## src/rtl/store_pkg.sv

```systemverilog
// Shared store/load size definitions and FSM state encoding.
// Also intended for the load-side size unit.
package store_pkg;

    localparam logic [1:0] SIZE_WORD = 2'b00;
    localparam logic [1:0] SIZE_HALF = 2'b01;
    localparam logic [1:0] SIZE_BYTE = 2'b10;

    typedef enum logic [2:0] {
        ST_IDLE    = 3'd0,
        ST_READ    = 3'd1,
        ST_CAPTURE = 3'd2,
        ST_WRITE   = 3'd3,
        ST_DONE    = 3'd4,
        ST_ABORT   = 3'd5
    } store_state_t;

    // Size code 2'b11 is not a sub-word store; it behaves as a word store.
    function automatic logic is_subword(input logic [1:0] sz);
        return (sz == SIZE_HALF) || (sz == SIZE_BYTE);
    endfunction

endpackage

```

## src/rtl/store_lane_merge.sv

```systemverilog
// Combinational little-endian lane merge: overlays the byte or halfword
// selected by offset onto old_word; a word size replaces every lane.
module store_lane_merge
    import store_pkg::*;
(
    input  logic [31:0] old_word,
    input  logic [31:0] wdata,
    input  logic [1:0]  size,
    input  logic [1:0]  offset,
    output logic [31:0] merged_word
);

    genvar gi;
    generate
        for (gi = 0; gi < 4; gi++) begin : g_lane
            logic       lane_hit;
            logic [7:0] src_byte;

            always_comb begin
                lane_hit = 1'b1;
                src_byte = wdata[8*gi +: 8];
                case (size)
                    SIZE_BYTE: begin
                        lane_hit = (offset == 2'(gi));
                        src_byte = wdata[7:0];
                    end
                    SIZE_HALF: begin
                        // offset[0] is deliberately ignored: the half lane is chosen by offset[1]
                        lane_hit = (offset[1] == 1'(gi / 2));
                        src_byte = wdata[8*(gi % 2) +: 8];
                    end
                    default: ;
                endcase
            end

            assign merged_word[8*gi +: 8] = lane_hit ? src_byte : old_word[8*gi +: 8];
        end
    endgenerate

endmodule

```

## src/rtl/store_size_unit.sv

```systemverilog
// Store-path read-modify-write controller for word/half/byte stores.
// Optional macro MISALIGN_CHECK_EN aborts misaligned half/word stores.
module store_size_unit
    import store_pkg::*;
#(
    parameter int MEM_LATENCY = 1,
    parameter int ADDR_WIDTH  = 32
) (
    input  logic                  clk,
    input  logic                  reset,
    input  logic                  start,
    input  logic [1:0]            size,
    input  logic [ADDR_WIDTH-1:0] addr,
    input  logic [31:0]           wdata,
    input  logic [31:0]           mem_rdata,
    output logic [ADDR_WIDTH-1:0] mem_addr,
    output logic [31:0]           mem_wdata,
    output logic                  mem_wr,
    output logic                  busy,
    output logic                  done,
    output logic                  misaligned
);

    localparam logic [1:0] LAT_LOAD = 2'(MEM_LATENCY - 1);

    store_state_t          state_reg, state_next;
    logic [1:0]            lat_cnt_reg, lat_cnt_next;
    logic [1:0]            size_reg;
    logic [1:0]            offset_reg;
    logic [31:0]           wdata_reg;
    logic [ADDR_WIDTH-1:0] mem_addr_reg;
    logic [31:0]           mem_wdata_reg;
    logic [31:0]           merged_word;
    logic                  mem_wr_reg, busy_reg, done_reg;
    logic                  start_misaligned;

`ifdef MISALIGN_CHECK_EN
    logic misaligned_reg;
    assign start_misaligned = ((size == SIZE_HALF) && addr[0]) ||
                              (!is_subword(size) && (addr[1:0] != 2'b00));
    assign misaligned = misaligned_reg;
`else
    assign start_misaligned = 1'b0;
    assign misaligned       = 1'b0;
`endif

    store_lane_merge u_merge (
        .old_word    (mem_rdata),
        .wdata       (wdata_reg),
        .size        (size_reg),
        .offset      (offset_reg),
        .merged_word (merged_word)
    );

    always_comb begin
        state_next   = state_reg;
        lat_cnt_next = lat_cnt_reg;
        case (state_reg)
            ST_IDLE: begin
                if (start) begin
                    if (start_misaligned) begin
                        state_next = ST_ABORT;
                    end else if (is_subword(size)) begin
                        state_next   = ST_READ;
                        lat_cnt_next = LAT_LOAD;
                    end else begin
                        state_next = ST_WRITE;
                    end
                end
            end
            ST_READ: begin
                if (lat_cnt_reg == 2'd0) state_next = ST_CAPTURE;
                else                     lat_cnt_next = lat_cnt_reg - 2'd1;
            end
            ST_CAPTURE: state_next = ST_WRITE;
            ST_WRITE:   state_next = ST_DONE;
            // start seen in DONE or ABORT is dropped; only IDLE accepts a request
            ST_DONE:    state_next = ST_IDLE;
            ST_ABORT:   state_next = ST_IDLE;
            default:    state_next = ST_IDLE;
        endcase
    end

    // Status outputs are registered from the next state so they align with it.
    always_ff @(posedge clk) begin
        if (reset) begin
            state_reg     <= ST_IDLE;
            lat_cnt_reg   <= '0;
            size_reg      <= '0;
            offset_reg    <= '0;
            wdata_reg     <= '0;
            mem_addr_reg  <= '0;
            mem_wdata_reg <= '0;
            mem_wr_reg    <= 1'b0;
            busy_reg      <= 1'b0;
            done_reg      <= 1'b0;
`ifdef MISALIGN_CHECK_EN
            misaligned_reg <= 1'b0;
`endif
        end else begin
            state_reg   <= state_next;
            lat_cnt_reg <= lat_cnt_next;
            mem_wr_reg  <= (state_next == ST_WRITE);
            busy_reg    <= (state_next != ST_IDLE);
            done_reg    <= (state_next == ST_DONE);
`ifdef MISALIGN_CHECK_EN
            misaligned_reg <= (state_next == ST_ABORT);
`endif
            if ((state_reg == ST_IDLE) && start) begin
                size_reg      <= size;
                offset_reg    <= addr[1:0];
                wdata_reg     <= wdata;
                mem_addr_reg  <= {addr[ADDR_WIDTH-1:2], 2'b00};
                mem_wdata_reg <= wdata;
            end
            if (state_reg == ST_CAPTURE) begin
                mem_wdata_reg <= merged_word;
            end
        end
    end

    assign mem_addr  = mem_addr_reg;
    assign mem_wdata = mem_wdata_reg;
    assign mem_wr    = mem_wr_reg;
    assign busy      = busy_reg;
    assign done      = done_reg;

endmodule
```

## config.mk

```make
export PLATFORM = sky130hd
export DESIGN_NAME = store_size_unit
export DESIGN_NICKNAME = d
export VERILOG_FILES = /design/src/rtl/store_pkg.sv /design/src/rtl/store_lane_merge.sv /design/src/rtl/store_size_unit.sv
export SDC_FILE = /design/constraint.sdc
export NUM_CORES = 1
export LEC_CHECK = 0
export CELL_PAD_IN_SITES_DETAIL_PLACEMENT = 0
export CELL_PAD_IN_SITES_GLOBAL_PLACEMENT = 1
export CORE_UTILIZATION = 32
export DETAILED_ROUTE_END_ITERATION = 10
export MAX_ROUTING_LAYER = met4
export PLACE_DENSITY_LB_ADDON = 0.25
export SETUP_SLACK_MARGIN = 0.4
export SLEW_MARGIN = 20
export SYNTH_ARGS = -nofsm -noshare
export SYNTH_HDL_FRONTEND = slang
export SYNTH_SLANG_ARGS = --single-unit
```

## constraint.sdc

```tcl
create_clock -name clk -period 2.5 [get_ports clk]
set_input_delay 0.75 -clock clk [delete_from_list [all_inputs] [get_ports clk]]
set_output_delay 0.75 -clock clk [all_outputs]
set_load 0.05 [all_outputs]
```

==> reports/metrics.yaml <==
synthArstFlopShare_pct: 0
fin_nets: 819
synth_top_area_cell: "dfxtp_1"
fin_crit_sh_pct: 80.22
regToRegEndpoint: "mem_wdata[19]$_SDFFE_PP0P_"
cts_tree: "built"
syn_inst: 579
hold_buffers: 0
rsz0062_at_grt: "no"
place_congestion: 0.7782
crit_path_end: "mem_addr[18]"
postSynthAreaPerCell_um2: 8.119
dr.pass1.iters: 5
clk_latency_ns: 0.35
hold_path_class: "reg -> reg"
grt_pass1_wl_um: 22960
fin_setup_tns_ns: 0
synth_ff_type: "dfxtp_1"
pre_cts_slack_ns: 0.1867
yosysUniqueCellTypes: 43
endpoint_kind: "output pin"
post-cts-setup-buffers: 0
fp.dieW_um: 123.2
setup_viol: 0
reg2reg_depth: 6
critPathMaxStageDelay_ns: 0.54
hpwlAfterDp_um: 10370
num_antenna_cells: 0
leakage_nw: 2.661
synth_edf_count: 0
slowest_stage: "dlygate4sd2_1"
final_cell_mix: "160 x nand2_1, 106 x dfxtp_1, 99 x clkdlybuf4s50_1, 71 x a21oi_1, 65 x dlygate4sd2_1"
critPathKind: "reg -> out"
cts_resized: 65
drt-total-wl_um: 15000
tightest_slew_ns: 0.5319
grt_max_degree: 97
grt_usage_pct: 20.41
coreArea_mm2: 0.01410
fmax_mhz: 498.6
yosys_warnings: 0
cts_buffer_depth: 2
status: "complete, no violations"
syn_area_mm2: 0.004701
critical_path.top_delay_family: "buffers and inverters"
grt_pass1_vias: 4468
fin_worst_skew_ns: 0.004821
worst-path-buf-inv: 1
die_h_um: 123.2
vdd_drop_max_mv: 0.3235
syn2layout_area_growth_pct: 43.52
critPathMaxFanout: 2
path_cells: "dlygate4sd2_1"
report.final.hold_viol_count: 0
via_per_inst: 5.146
rr_startpoint: "size_reg[0]$_SDFFE_PP0P_"
clkTransAtPathRegs_ns: 0.07
drv_slew: 0
fin_util_pct: 47.86
port_buffers: 165
pin_count: 169
cts_root_buf: "clkbuf_16"
post-route-min-period_ns: 2.006
power_density_mw_per_mm2: 716.8
num_vias: 4631
cp_num_cells: 1
crit_arrival_ns: 1.26
num_rows: 43
cts_max_level: 3
startpoint: "mem_addr[18]$_SDFFE_PP0P_"
die_area_mm2: 0.01518
final_common_cell: "nand2_1"
fin_ws_ns: 0.4944
drc_errors: 0
antenna_found_initial: 0
r2r_slack_ns: 0.57
synthDominantCellAreaShare_pct: 45.14
maxSlewHeadroom_pct: 64.68
start_util_pct: 33.35
drtIter0Drc: 308
drtAntennaViolNets: 0
wl_per_cell_um: 16.66
maxCapViolations: 0
cts_sinks: 106
synth.area.top_cells: "dfxtp_1 45%, nand2_1 13%, a21oi_1 7.6%"
ys_seq_elements: 106
numCtsBuffers: 9
overflow: 0
crit_required_ns: 1.75
cp-start-kind: "register"
drive_gt1_share_pct: 7.083
seq_area_frac_synth_pct: 45.14
worst min-delay path: cells and delay by family (launching register included):
kind	cells	cell delay, ns
flops	1	0.31
simple gates	1	0.05
compound gates	1	0.05
area by class of cell:
cell class	count	area [um^2]
tap	180	225.2
fill	1404	7350
inverter	6	22.52
multi-input combinational	413	2310
clock inverter	6	105.1
timing repair buffer	179	1733
sequential	106	2122
clock buffer	10	229.0
layer usage:
layer | GRT usage (%) | share of wire (%) | wire length, um | vias up
li1 | - | - | - | 2293
met5 | - | 0 | 0 | -
met1 | 25.56 | 45 | 6766 | 2213
met4 | 5.648 | 1.7 | 250 | 0
met3 | 4.613 | 4.0 | 598 | 16
met2 | 32.93 | 49 | 7383 | 109
synth_stat cells (all sizes together) (7+ instances only):
library cell    n
nand2         160
a31oi          24
o21ai           9
o211ai          8
o221ai         14
a21oi          72
o2111ai         8
buf            24
nand3          29
a21boi         18
mux2i           9
mux2            8
a22oi           8
clkbuf         32
o31ai           8
dfxtp         106
nor2            7
logic make-up after synthesis:
| logic type | synth area share, % |
|---|---|
| other | 0.07977 |
| buffers and inverters | 6.095 |
| muxes | 3.833 |
| xor gates and xnor gates | 0.3727 |
| adders and majority gates | 0.7986 |
| AOI/OAI and AO/OA | 23.90 |
| and+or+nand+nor | 19.78 |
| DFF | 45.14 |
through the flow:
stage	total power [mW]	cell area (um^2)	instances	hold slack [ns]
finish	4.836	6746	900	0.4502
global placement	3.318	6494	884	0.4417
floorplan	2.794	4708	581	0.4329
detailed placement	3.336	6494	884	0.4461
CTS	4.886	6746	900	0.4534
global route	5.055	6746	900	0.4702
where the power goes:
part	total (mW)	switching [mW]	leakage, nW	internal, mW
registers	1.93	0.100	0.869	1.83
logic	1.29	0.832	1.63	0.458
clock network	1.61	0.638	0.166	0.974
worst min-delay path by stage:
| stage | from | end | slack, ns | cells past startpoint |
|---|---|---|---|---|
| after floorplan | wdata_reg[16]$_SDFFE_PP0P_ | wdata_reg[16]$_SDFFE_PP0P_ | 0.43 | 2 |
| after global placement | mem_addr[24]$_SDFFE_PP0P_ | mem_addr[24]$_SDFFE_PP0P_ | 0.44 | 2 |
| after detailed placement | mem_addr[22]$_SDFFE_PP0P_ | mem_addr[22]$_SDFFE_PP0P_ | 0.45 | 2 |
| after CTS | mem_addr[22]$_SDFFE_PP0P_ | mem_addr[22]$_SDFFE_PP0P_ | 0.45 | 2 |
| after global routing | mem_addr[22]$_SDFFE_PP0P_ | mem_addr[22]$_SDFFE_PP0P_ | 0.47 | 2 |
| final | mem_addr[22]$_SDFFE_PP0P_ | mem_addr[22]$_SDFFE_PP0P_ | 0.45 | 2 |
No activity file was read; power rests on OpenSTA's default activity.
